## config.mk

```make
export PLATFORM = sky130hd
export DESIGN_NAME = stumps_bist_ctrl
export DESIGN_NICKNAME = d
export VERILOG_FILES = /design/src/rtl/stumps_bist_ctrl.sv
export SDC_FILE = /design/constraint.sdc
export NUM_CORES = 1
export LEC_CHECK = 0
export CORE_AREA = 5 5 56 70
export DETAILED_ROUTE_END_ITERATION = 10
export DIE_AREA = 0 0 61 75
export PLACE_DENSITY = 0.86
export RECOVER_POWER = 100
export SLEW_MARGIN = 0
export SYNTH_ARGS = -nofsm -noshare
export SYNTH_HDL_FRONTEND = slang
export SYNTH_SLANG_ARGS = --single-unit
```

## constraint.sdc

```tcl
create_clock -name clk -period 1.7 [get_ports clk]
set_input_delay 0.255 -clock clk [delete_from_list [all_inputs] [get_ports clk]]
set_output_delay 0.255 -clock clk [all_outputs]
set_load 0.02 [all_outputs]
```

## src/rtl/stumps_bist_ctrl.sv

```systemverilog
// STUMPS logic-BIST engine: a shared pattern LFSR feeds the scan chains through a
// phase shifter, a MISR compacts the chain tails, and an FSM sequences the run.
//
// state     | meaning
// ----------+----------------------------------------------------------
// S_IDLE    | waiting for start; LFSR/MISR hold
// S_SHIFT   | chains shifting one pattern in (and the previous response out)
// S_CAPTURE | single functional clock into the chains
// S_UNLOAD  | final shift-out of the last captured response
// S_DONE    | signature compared against golden; leaves when start drops
module stumps_bist_ctrl #(
   parameter int                CHAINS    = 3,
   parameter int                CHAIN_LEN = 3,
   parameter int                PATTERNS  = 16,
   parameter int                LFSR_W    = 8,
   parameter logic [LFSR_W-1:0] LFSR_TAPS = 8'hB8,
   parameter logic [LFSR_W-1:0] LFSR_SEED = 8'h01,
   parameter int                MISR_W    = 8,
   parameter logic [MISR_W-1:0] MISR_TAPS = 8'hB8
) (
   input  logic              clk,
   input  logic              rst,
   input  logic              start,
   input  logic              abort,
   input  logic [MISR_W-1:0] golden,
   input  logic [CHAINS-1:0] scan_out,
   output logic              TC,
   output logic [CHAINS-1:0] scan_in,
   output logic              busy,
   output logic              done,
   output logic              pass,
   output logic [MISR_W-1:0] signature
);

   localparam int SC_W = (CHAIN_LEN > 1) ? $clog2(CHAIN_LEN) : 1;
   localparam int PC_W = (PATTERNS > 1) ? $clog2(PATTERNS) : 1;
   localparam logic [SC_W-1:0] SC_LAST = SC_W'(CHAIN_LEN - 1);
   localparam logic [PC_W-1:0] PC_LAST = PC_W'(PATTERNS - 1);

   typedef enum logic [2:0] {
      S_IDLE,
      S_SHIFT,
      S_CAPTURE,
      S_UNLOAD,
      S_DONE
   } state_t;

   state_t            state, state_nxt;
   logic [SC_W-1:0]   shift_cnt, shift_cnt_nxt;
   logic [PC_W-1:0]   pat_cnt, pat_cnt_nxt;
   logic [LFSR_W-1:0] lfsr, lfsr_nxt, lfsr_step;
   logic [MISR_W-1:0] misr, misr_nxt, misr_step;

   assign lfsr_step = {lfsr[LFSR_W-2:0], ^(lfsr & LFSR_TAPS)};
   assign misr_step = {misr[MISR_W-2:0], ^(misr & MISR_TAPS)} ^ MISR_W'(scan_out);

   always_ff @(posedge clk or posedge rst) begin
      if (rst) begin
         state <= S_IDLE;
      end else begin
         state <= state_nxt;
      end
   end

   always_comb begin
      state_nxt     = state;
      shift_cnt_nxt = shift_cnt;
      pat_cnt_nxt   = pat_cnt;
      lfsr_nxt      = lfsr;
      misr_nxt      = misr;
      if (abort) begin
         // LFSR/MISR deliberately hold so the partial signature stays visible
         state_nxt     = S_IDLE;
         shift_cnt_nxt = '0;
         pat_cnt_nxt   = '0;
      end else begin
         case (state)
            S_IDLE: begin
               if (start) begin
                  state_nxt     = S_SHIFT;
                  lfsr_nxt      = LFSR_SEED;
                  misr_nxt      = '0;
                  shift_cnt_nxt = '0;
                  pat_cnt_nxt   = '0;
               end
            end
            S_SHIFT: begin
               lfsr_nxt = lfsr_step;
               // first load shifts out pre-run chain contents, keep it out of the signature
               if (pat_cnt != '0) begin
                  misr_nxt = misr_step;
               end
               if (shift_cnt == SC_LAST) begin
                  shift_cnt_nxt = '0;
                  state_nxt     = S_CAPTURE;
               end else begin
                  shift_cnt_nxt = shift_cnt + SC_W'(1);
               end
            end
            S_CAPTURE: begin
               if (pat_cnt == PC_LAST) begin
                  state_nxt = S_UNLOAD;
               end else begin
                  pat_cnt_nxt = pat_cnt + PC_W'(1);
                  state_nxt   = S_SHIFT;
               end
            end
            S_UNLOAD: begin
               lfsr_nxt = lfsr_step;
               misr_nxt = misr_step;
               if (shift_cnt == SC_LAST) begin
                  shift_cnt_nxt = '0;
                  state_nxt     = S_DONE;
               end else begin
                  shift_cnt_nxt = shift_cnt + SC_W'(1);
               end
            end
            S_DONE: begin
               if (!start) begin
                  state_nxt = S_IDLE;
               end
            end
            default: begin
               state_nxt = S_IDLE;
            end
         endcase
      end
   end

   always_ff @(posedge clk or posedge rst) begin
      if (rst) begin
         shift_cnt <= '0;
         pat_cnt   <= '0;
         lfsr      <= LFSR_SEED;
         misr      <= '0;
         TC        <= 1'b1;
         busy      <= 1'b0;
         done      <= 1'b0;
         pass      <= 1'b0;
      end else begin
         shift_cnt <= shift_cnt_nxt;
         pat_cnt   <= pat_cnt_nxt;
         lfsr      <= lfsr_nxt;
         misr      <= misr_nxt;
         TC        <= (state == S_IDLE) || (state == S_CAPTURE) || (state == S_DONE);
         busy      <= (state == S_SHIFT) || (state == S_CAPTURE) || (state == S_UNLOAD);
         done      <= (state == S_DONE);
         pass      <= (state == S_DONE) && (misr == golden);
      end
   end

   assign signature = misr;

   for (genvar i = 0; i < CHAINS; i++) begin : g_phase
      localparam int J = (i + LFSR_W / 2) % LFSR_W;
      assign scan_in[i] = lfsr[i] ^ lfsr[J];
   end

endmodule

```

Word-level counts from Yosys, hierarchy flattened
Index checks and enable logic that the tools add are counted.
Widths: inputs -> output; s select.
{"block": "op_classes", "bitwise": 5, "reduce_logical": 19, "muxes": 20, "eq_ne": 14, "n_addsub": 2}
{"cell": "$mux 8", "n": 3}
{"cell": "$pmux 8 s3", "n": 1}
{"cell": "$pmux 8 s2", "n": 1}
{"cell": "$reduce_xor 8->1", "n": 2}
{"cell": "$mux 3", "n": 5}
{"cell": "$ne 3x3->1 const B", "n": 5}
{"cell": "$pmux 3 s5", "n": 1}
{"cell": "$mux 4", "n": 3}
{"cell": "$reduce_bool 3->1", "n": 3}
{"cell": "$eq 8x8->1", "n": 1}
{"cell": "$mux 2", "n": 4}
{"cell": "$pmux 4 s2", "n": 1}
{"cell": "$reduce_and 4->1", "n": 2}
{"cell": "$xor 8x3->8", "n": 1}
{"cell": "$eq 3x2->1 const B", "n": 2}
{"cell": "$reduce_and 3->1", "n": 2}
{"cell": "$add 4x1->4 const B", "n": 1}
{"cell": "$eq 4x4->1 const B", "n": 1}
{"cell": "$logic_or 1x1->1", "n": 4}
{"cell": "$ne 2x2->1 const B", "n": 2}
{"cell": "$pmux 2 s2", "n": 1}
{"cell": "$reduce_bool 4->1", "n": 1}
{"cell": "$eq 3x1->1 const B", "n": 1}
{"cell": "$eq 3x3->1 const B", "n": 1}
{"cell": "9 further kinds", "n": 11}
{"block": "totals", "word_cells": 69, "output_inout_bits": 15, "reg_bits": 29, "in_bits": 15}

Logic depth before layout (Yosys ltp)
Gate-level depths: netlist (run 1).
{"block": "depth", "ltp_word": 4, "depth_mapped": 6, "depth_no_buf": 5}

Least setup slack after synthesis (run 1)
No wires, ideal clock.
{"block": "synth_timing", "kind": "flip-flop to flip-flop", "start": "register pat_cnt[0]", "end": "register misr[1], in the netlist signature[1]", "synth_period_minus_slack_ps": 1543, "setup_ps": 125, "setup_slack_ps": 157, "required_ps": 1575, "path_buffers": 1, "arrival_time_ps": 1418, "stages_incl_launch_ff": 7, "cell_sequence": "dfrtp_1 > inv_1 > ha_1 > nor4b_4 > a21o_1 > buf_6 > mux2_4"}
{"block": "synth_via", "elab_chain_cells": 3}
{"element": "start, declared", "line": "50", "text": "logic [PC_W-1:0] pat_cnt, pat_cnt_nxt;"}
{"element": "start signal, assigned", "line": "142", "text": "pat_cnt <= pat_cnt_nxt;"}
{"element": "$reduce_bool 4->1", "line": "90", "text": "if (pat_cnt != '0) begin"}
{"element": "$ne 2x2->1 (no source line)"}
{"element": "$reduce_and 4->1 (no source line)"}
{"element": "end signal, assigned", "line": "144", "text": "misr <= misr_nxt;"}
{"element": "end, declared", "line": "52", "text": "logic [MISR_W-1:0] misr, misr_nxt, misr_step;"}
Every way passes these cells.
A chain may end at the register's enable or synchronous reset.

Final worst setup path (run 1)
{"block": "layout_timing", "start": "register TC", "end": "output TC"}
{"element": "start, declared", "line": "27", "text": "output logic TC,"}
{"element": "start signal, assigned", "line": "145", "text": "TC <= (state == S_IDLE) || (state == S_CAPTURE) || (state == S_DONE);"}
No word-level cell between the ends.

==> results of run 1 <==
==> cell usage in the layout, fill, tap and decap left out, drive strengths merged, types with 6 or more instances in the layout <==
cell type      synthesis  layout
a22o                   7       7
clkbuf                 0      11
clkdlybuf4s50          0      21
dfrtp                 27      27
inv                   10      10
nand2                  7       7
nor2                  10      10
o21ai                  6       6
xnor2                 11      11
xor2                   8       8
==> what timing repair did <==
item                                   in CTS  in global routing
pin swaps                                   0                  1
endpoints found under the hold margin       0                  0
setup endpoints to repair                   3                  6
resized for setup                           3                  3
==> cell families after synthesis <==
kind of cell	after synthesis
compound gates	30
xor+xnor	20
fa+ha+maj	2
buf+inv	16
flops	29
mux	5
simple gates	36
==> metrics by stage <==
step           setup WS [ns]  total power [mW]
3_3_place_gp          0.0568              1.20
3_5_place_dp         0.00628              1.22
2_1_floorplan          0.157              1.05
6_report              0.0488              1.81
4_1_cts              0.00608              1.84
5_1_grt              0.00392              1.90
==> area by class of cell <==
class	instances	area [um^2]	area share, %
Timing Repair Buffer	37	332	17.0
Clock inverter	1	5.00	0.256
Inverter	10	37.5	1.92
Sequential cell	29	728	37.2
Tap cell	37	46.3	2.37
Clock buffer	7	96.3	4.93
Multi-Input combinational cell	93	711	36.3
==> registers in the layout, indices dropped and copies added (netlist names) <==
signal / count
TC: 1
busy: 1
done: 1
lfsr: 8
pass: 1
pat_cnt: 4
shift_cnt: 2
signature: 8
state: 3
==> power groups by stage <==
| stage | combinational (mW) | sequential [mW] | clock (mW) |
|---|---|---|---|
| floorplan | 0.223 | 0.828 | 0 |
| detailed placement | 0.397 | 0.824 | 0 |
| CTS | 0.388 | 0.812 | 0.641 |
| global route | 0.409 | 0.817 | 0.674 |
| global placement | 0.380 | 0.816 | 0 |
| finish | 0.375 | 0.809 | 0.628 |
==> per-layer routing <==
| layer | global-route usage, % | part of all wire [%] | vias to the layer above |
|---|---|---|---|
| met3 | 5.49 | 6.2 | 9 |
| met4 | 8.92 | 2.6 | 0 |
| met1 | 20.3 | 42 | 568 |
| li1 | - | - | 559 |
| met5 | 0 | 0 | - |
| met2 | 28.5 | 49 | 35 |
==> final timing paths <==
path | endpoint | slack, ns | cells past startpoint
worst max-delay path | TC | 0.05 | 1
worst min-delay path | shift_cnt[0]$_DFFE_PP0P_ | 0.52 | 1
worst max register to register | signature[1]$_DFFE_PP0P_ | 0.10 | 5
worst min register to register | shift_cnt[0]$_DFFE_PP0P_ | 0.52 | 1
max in group asynchronous | pat_cnt[0]$_DFFE_PP0P_ | 0.62 | 3
min in group asynchronous | lfsr[2]$_DFFE_PP0P_ | 0.61 | 3
==> out/metrics.sh, run 1 <==
OUTCOME='finished, final reports clean'
DP_HPWL_UM=2570
SYNTH_TOP_FAMILY_BY_AREA='compound AO/OA/AOI/OAI gates'
GP_CONGESTION=0.857
CLOCKROOTBUFFER='clkbuf_8'
CTS_SETUP_BUFFERS=0
HOLD_VIOL_FINAL=0
ANTENNA-DIODE-COUNT=0
LAYOUT-DRIVE-GT1-SHARE_PCT=13.6
CLOCK_SKEW_NS=0.00633
PLACEABLECOREAREA_MM2=0.00317
DIE_HEIGHT_UM=75
NUM-FILL-CELLS=267
SYNTH_COMPOUND_GATE_AREA_SHARE_PCT=14.4
YOSYS_REGISTER_BITS=29
RSZ0062_AT_GRT='false'
WORST_SETUP_PATH_STARTPOINT='TC$_DFF_PP1_'
WORSTMARGINPINSLEW_NS=0.734
PLACE.PORT_BUFFERS=29
HOLDCRITPATHCLASS='reg -> reg'
SYNTH.NET_COUNT=155
CTS_HOLD_BUF=0
ANTENNA_FOUND_INITIAL=0
WORSTSETUPSTARTPOINTTYPE='register'
FINALSETUPVIOLATIONS=0
STANDARD_CELL_ROWS=23
INTERNAL_POWER_mW=1.30
TIMING.CRITICAL_PATH.BUF_INV=1
FMAX_GHz=0.606
POST-ROUTE-UTIL_PCT=61.8
RANKING_OF_SYNTHESIZED_CELLS_BY_AREA='dfrtp_1, xnor2_1, xor2_1, a22o_1, dfstp_2'
SYNTH_SEQ_AREA_SHARE_PCT=47.4
CLOCK_TREE_FROM_TRITONCTS='yes'
SLEW_HEADROOM_PCT=51.1
HOLDCRITSTARTPOINT='shift_cnt[1]$_DFFE_PP0P_'
LARGEST_NET_DEGREE_AT_THE_START_OF_GLOBAL_ROUTING=30
GATE_COUNT_POST_SYNTH=138
DR.PASS1.ITERS=4
FLOORPLAN.DIE_AREA_MM2=0.00458
NETLIST.TOP_CELL.BY_AREA='dfrtp_1'
SYNTHSIMPLEGATEAREAFRAC_PCT=14.3
TIMING.CRITICAL_PATH.CELLS='clkdlybuf4s50_1'
REPORTED_NET_SWITCHING_POWER_uW=514
SYN_AREA_PER_CELL_UM2=11.1
HOLDWS_NS=0.519
FP.DIEW_UM=61
NATURE_OF_THE_CRITICAL_PATH_ENDPOINT='primary output'
FLOORPLAN.INITIALDENSITY_PCT=48.5
PLACED_AREA_MM2=0.00188
LARGEST_DRIVER_FANOUT_ON_THE_CRITICAL_PATH=1
CTS.REPORTEDPATHS.CLKPINSLEW_NS=0.06
FRACTION_OF_THE_MAPPED_NETLIST_AREA_IN_ADDER_CELLS_PCT=1.63
ASYNC_RESET_FF_SHARE_PCT=100
CRITICAL_PATH_CLASS='reg -> out'
VIAS_PER_CELL=5.47
CPPEAKSTAGEDELAY_NS=0.59
COMBINATIONALPOWERSHARE_PCT=20.7
MOST_FREQUENT_CELL_AFTER_SYNTHESIS='dfrtp_1'
SEQPWRFRAC_PCT=44.6
IOS=30
STATIC-LEAKAGE-POWER_nW=0.947
POWER_FRAC_CLOCK_PCT=34.7
TOTAL_DRC_ERRORS_IN_THE_ROUTED_LAYOUT=0
INSTANCES_NO_FILL=214
WIRE_PER_INST_UM=16.3
SYN_TO_FINAL_GROWTH_PCT=27.4
FINALMAXSLEWVIOLATIONS=0
SYNTH_COMMONEST_CELLS='dfrtp_1, xnor2_1, inv_1, nor2_1, xor2_1'
CTS-BUFFERS-INSERTED=5
SYNTHMUXAREASHARE_PCT=3.91
SYNTH-EDFF-COUNT=0
YS.WARNINGS.COUNT=0
WORSTPATHARRIVAL_NS=1.40
CRIT_REQUIRED_NS=1.44
CRIT_FAMILY='buffers and inverters'
NUM_VIAS=1171
PLACED_INSTANCE_COUNT=206
CTS.SINK_COUNT=29
MAXCAPVIOLATIONS=0
WORST_SKEW_PAIR.LATE_LATENCY_NS=0.29
FINAL_MIN_PERIOD_OVER_CLOCK_PERIOD_PCT=97.1
CLOCK_PATH_BUFFERS=2
REG2REG_FROM='pat_cnt[0]$_DFFE_PP0P_'
GRT_OVERFLOW=0
GROUTE.USAGE.OVERALL_PCT=17.4
CRITPATHSLOWESTCELL='clkdlybuf4s50_1'
SYN-CELL-AREA_MM2=0.00154
HTREE_NUM_LEVELS=2
VDD_IR_DROP_MAX_mV=0.772
DETAIL_ROUTE.ITER0.VIOLATIONS=34
NETS=193
NETLIST.AREA_LEADER.SHARE_PCT=44.0
SETUP_TOTAL_NEGATIVE_SLACK_NS=0
DRT_WL_TOTAL_UM=3480
NUMBER_OF_DISTINCT_STANDARD_CELLS_REFERENCED_BY_THE_SYNTHESIZED_NETLIST=39
TIMING.FINAL.CRIT_PERIOD_NS=1.65
FIRST_GLOBAL_VIAS=1246
CELLPOWERDENSITY_mW_PER_MM2=926
GRT_FIRST_PASS_WIRELENGTH_UM=5720
POSTSYNTH.TOPFLOPCELL='dfrtp_1'
DRTANTENNAVIOLNETS=0
FIN_AREA_MM2=0.00196
SYNTH_XOR_XNOR_AREA_SHARE_PCT=12.3
SW_FRAC_OF_TOTAL_PCT=28.4
No activity file was read; power rests on OpenSTA's default activity.
==> inputs of run 2 (changes only) <==
--- a/config.mk
+++ b/config.mk
@@ -5,11 +5,12 @@
 export SDC_FILE = /design/constraint.sdc
 export NUM_CORES = 1
 export LEC_CHECK = 0
-export CORE_AREA = 5 5 56 70
+export CORE_AREA = 10 10 75 61
 export DETAILED_ROUTE_END_ITERATION = 10
-export DIE_AREA = 0 0 61 75
+export DIE_AREA = 0 0 85 71
 export PLACE_DENSITY = 0.86
 export RECOVER_POWER = 100
+export REMOVE_ABC_BUFFERS = 1
 export SLEW_MARGIN = 0
 export SYNTH_ARGS = -nofsm -noshare
 export SYNTH_HDL_FRONTEND = slang
==> out/metrics.sh, run 2 (synthesis gave the netlist of run 1 again) <==
OUTCOME='finished, final reports clean'  # unchanged
DRTANTENNAVIOLNETS=0  # unchanged
HOLDWS_NS=0.511  # was 0.519 ns
TIMING.CRITICAL_PATH.CELLS='clkdlybuf4s50_1'  # unchanged
CLOCK_PATH_BUFFERS=2  # unchanged
CELLPOWERDENSITY_mW_PER_MM2=909  # was 926 mW/mm^2
DP_HPWL_UM=2590  # was 2570 um
WORSTPATHARRIVAL_NS=1.38  # was 1.40 ns
WORSTMARGINPINSLEW_NS=0.698  # was 0.734 ns
TIMING.CRITICAL_PATH.BUF_INV=1  # unchanged
PLACEABLECOREAREA_MM2=0.00318  # was 0.00317 mm^2
CPPEAKSTAGEDELAY_NS=0.59  # about the same
IOS=30  # unchanged
DR.PASS1.ITERS=4  # unchanged
CRIT_REQUIRED_NS=1.44  # about the same
CTS.SINK_COUNT=29  # unchanged
HOLD_VIOL_FINAL=0  # unchanged
NATURE_OF_THE_CRITICAL_PATH_ENDPOINT='primary output'  # unchanged
VDD_IR_DROP_MAX_mV=0.661  # was 0.772 mV
TIMING.FINAL.CRIT_PERIOD_NS=1.64  # was 1.65 ns
NUM_VIAS=1158  # was 1,171
FLOORPLAN.DIE_AREA_MM2=0.00604  # was 0.00458 mm^2
ANTENNA-DIODE-COUNT=0  # unchanged
CRITPATHSLOWESTCELL='clkdlybuf4s50_1'  # unchanged
STANDARD_CELL_ROWS=18  # was 23
CRIT_FAMILY='buffers and inverters'  # unchanged
HTREE_NUM_LEVELS=2  # unchanged
POST-ROUTE-UTIL_PCT=62.3  # was 61.8%
SYN_TO_FINAL_GROWTH_PCT=28.9  # was 27.4%
CRITICAL_PATH_CLASS='reg -> out'  # unchanged
CLOCK_SKEW_NS=0.00198  # was 0.00633 ns
FIRST_GLOBAL_VIAS=1174  # was 1,246
RSZ0062_AT_GRT='false'  # unchanged
PLACED_INSTANCE_COUNT=209  # was 206
CTS_SETUP_BUFFERS=0  # unchanged
GROUTE.USAGE.OVERALL_PCT=11.3  # was 17.4%
CTS.REPORTEDPATHS.CLKPINSLEW_NS=0.06  # about the same
LAYOUT-DRIVE-GT1-SHARE_PCT=15.3  # was 13.6%
MAXCAPVIOLATIONS=0  # unchanged
GRT_FIRST_PASS_WIRELENGTH_UM=5580  # was 5720 um
DIE_HEIGHT_UM=71  # was 75 um
CLOCK_TREE_FROM_TRITONCTS='yes'  # unchanged
SETUP_TOTAL_NEGATIVE_SLACK_NS=0  # unchanged
VIAS_PER_CELL=5.34  # was 5.47
SLEW_HEADROOM_PCT=53.5  # was 51.1%
LARGEST_NET_DEGREE_AT_THE_START_OF_GLOBAL_ROUTING=30  # unchanged
LARGEST_DRIVER_FANOUT_ON_THE_CRITICAL_PATH=1  # unchanged
NUM-FILL-CELLS=231  # was 267
GRT_OVERFLOW=0  # unchanged
HOLDCRITPATHCLASS='reg -> reg'  # unchanged
NETS=193  # unchanged
GP_CONGESTION=0.821  # was 0.857
FLOORPLAN.INITIALDENSITY_PCT=48.3  # was 48.5%
FP.DIEW_UM=85  # was 61 um
CTS_HOLD_BUF=0  # unchanged
CLOCKROOTBUFFER='clkbuf_8'  # unchanged
DRT_WL_TOTAL_UM=3400  # was 3480 um
FINAL_COMMON_CELL='dfrtp_1'  # unchanged
WIRE_PER_INST_UM=15.7  # was 16.3 um
STATIC-LEAKAGE-POWER_nW=0.964  # was 0.947 nW
WORST_SKEW_PAIR.LATE_LATENCY_NS=0.27  # was 0.29 ns
TOTAL_DRC_ERRORS_IN_THE_ROUTED_LAYOUT=0  # unchanged
FINAL_MIN_PERIOD_OVER_CLOCK_PERIOD_PCT=96.2  # was 97.1%
WORSTSETUPSTARTPOINTTYPE='register'  # unchanged
FINALMAXSLEWVIOLATIONS=0  # unchanged
FMAX_GHz=0.611  # was 0.606 GHz
PLACE.PORT_BUFFERS=29  # unchanged
INSTANCES_NO_FILL=217  # was 214
LAYOUT.CELLS.MOST_COMMON_LIST='dfrtp_1, clkdlybuf4s50_1, xnor2_1'  # unchanged
CTS-BUFFERS-INSERTED=5  # unchanged
DETAIL_ROUTE.ITER0.VIOLATIONS=76  # was 34
FINALSETUPVIOLATIONS=0  # unchanged
ANTENNA_FOUND_INITIAL=0  # unchanged
-- run 2: cell count changes in the layout (fill, tap and decap cells not counted), moves of 2 or more --
cell           change
dlygate4sd3_1      +2
dfrtp_2            +2
clkbuf_1           -2
dfrtp_1            -2
-- run 2: cell type report --
type,count,area (um^2),share of cell area [%]
flip-flops and latches,29,731,36.9
multi-input cells,93,712,36.0
repair buffers,37,348,17.6
clock buffers,7,96.3,4.87
well taps,40,50.0,2.53
inverters,10,37.5,1.90
clock inverters,1,5.00,0.253
-- run 2: path summary, 6_finish.rpt --
kind,cells past startpoint,end,from,slack [ns]
max in group asynchronous,3,pat_cnt[0]$_DFFE_PP0P_,rst,0.60
worst min register to register,1,shift_cnt[0]$_DFFE_PP0P_,shift_cnt[1]$_DFFE_PP0P_,0.51
min in group asynchronous,3,lfsr[6]$_DFFE_PP0P_,rst,0.61
worst max-delay path,1,TC,TC$_DFF_PP1_,0.06
worst min-delay path,1,shift_cnt[0]$_DFFE_PP0P_,shift_cnt[1]$_DFFE_PP0P_,0.51
worst max register to register,5,signature[1]$_DFFE_PP0P_,pat_cnt[0]$_DFFE_PP0P_,0.10
-- run 2: per-stage QoR --
| step | power (mW) | worst slack (ns) | cell area (um^2) |
|---|---|---|---|
| after floorplan | 1.03 | 0.0688 | 1480 |
| after global placement | 1.20 | 0.0549 | 1880 |
| after detailed placement | 1.22 | 0.0124 | 1880 |
| after CTS | 1.82 | 0.0502 | 1980 |
| after global routing | 1.89 | 0.0138 | 1980 |
| final | 1.80 | 0.0642 | 1980 |
-- run 2: power by group --
part | internal (mW) | switching [mW] | leakage [nW]
combinational | 0.196 | 0.186 | 0.524
sequential | 0.744 | 0.0643 | 0.385
clock | 0.365 | 0.244 | 0.0542
total | 1.30 | 0.494 | 0.964
-- run 2: timing repair --
action,CTS,global route
gates resized for setup,3,3
pin swaps,0,1
endpoints found under the setup margin,3,2
-- run 2: routing by layer --
| layer | GRT usage, % | vias to the layer above | routed length [um] |
|---|---|---|---|
| met1 | 12.6 | 551 | 1480 |
| met4 | 5.66 | 0 | 69 |
| li1 | - | 570 | - |
| met2 | 18.4 | 31 | 1660 |
| met3 | 4.58 | 6 | 193 |
| met5 | 0 | - | 0 |
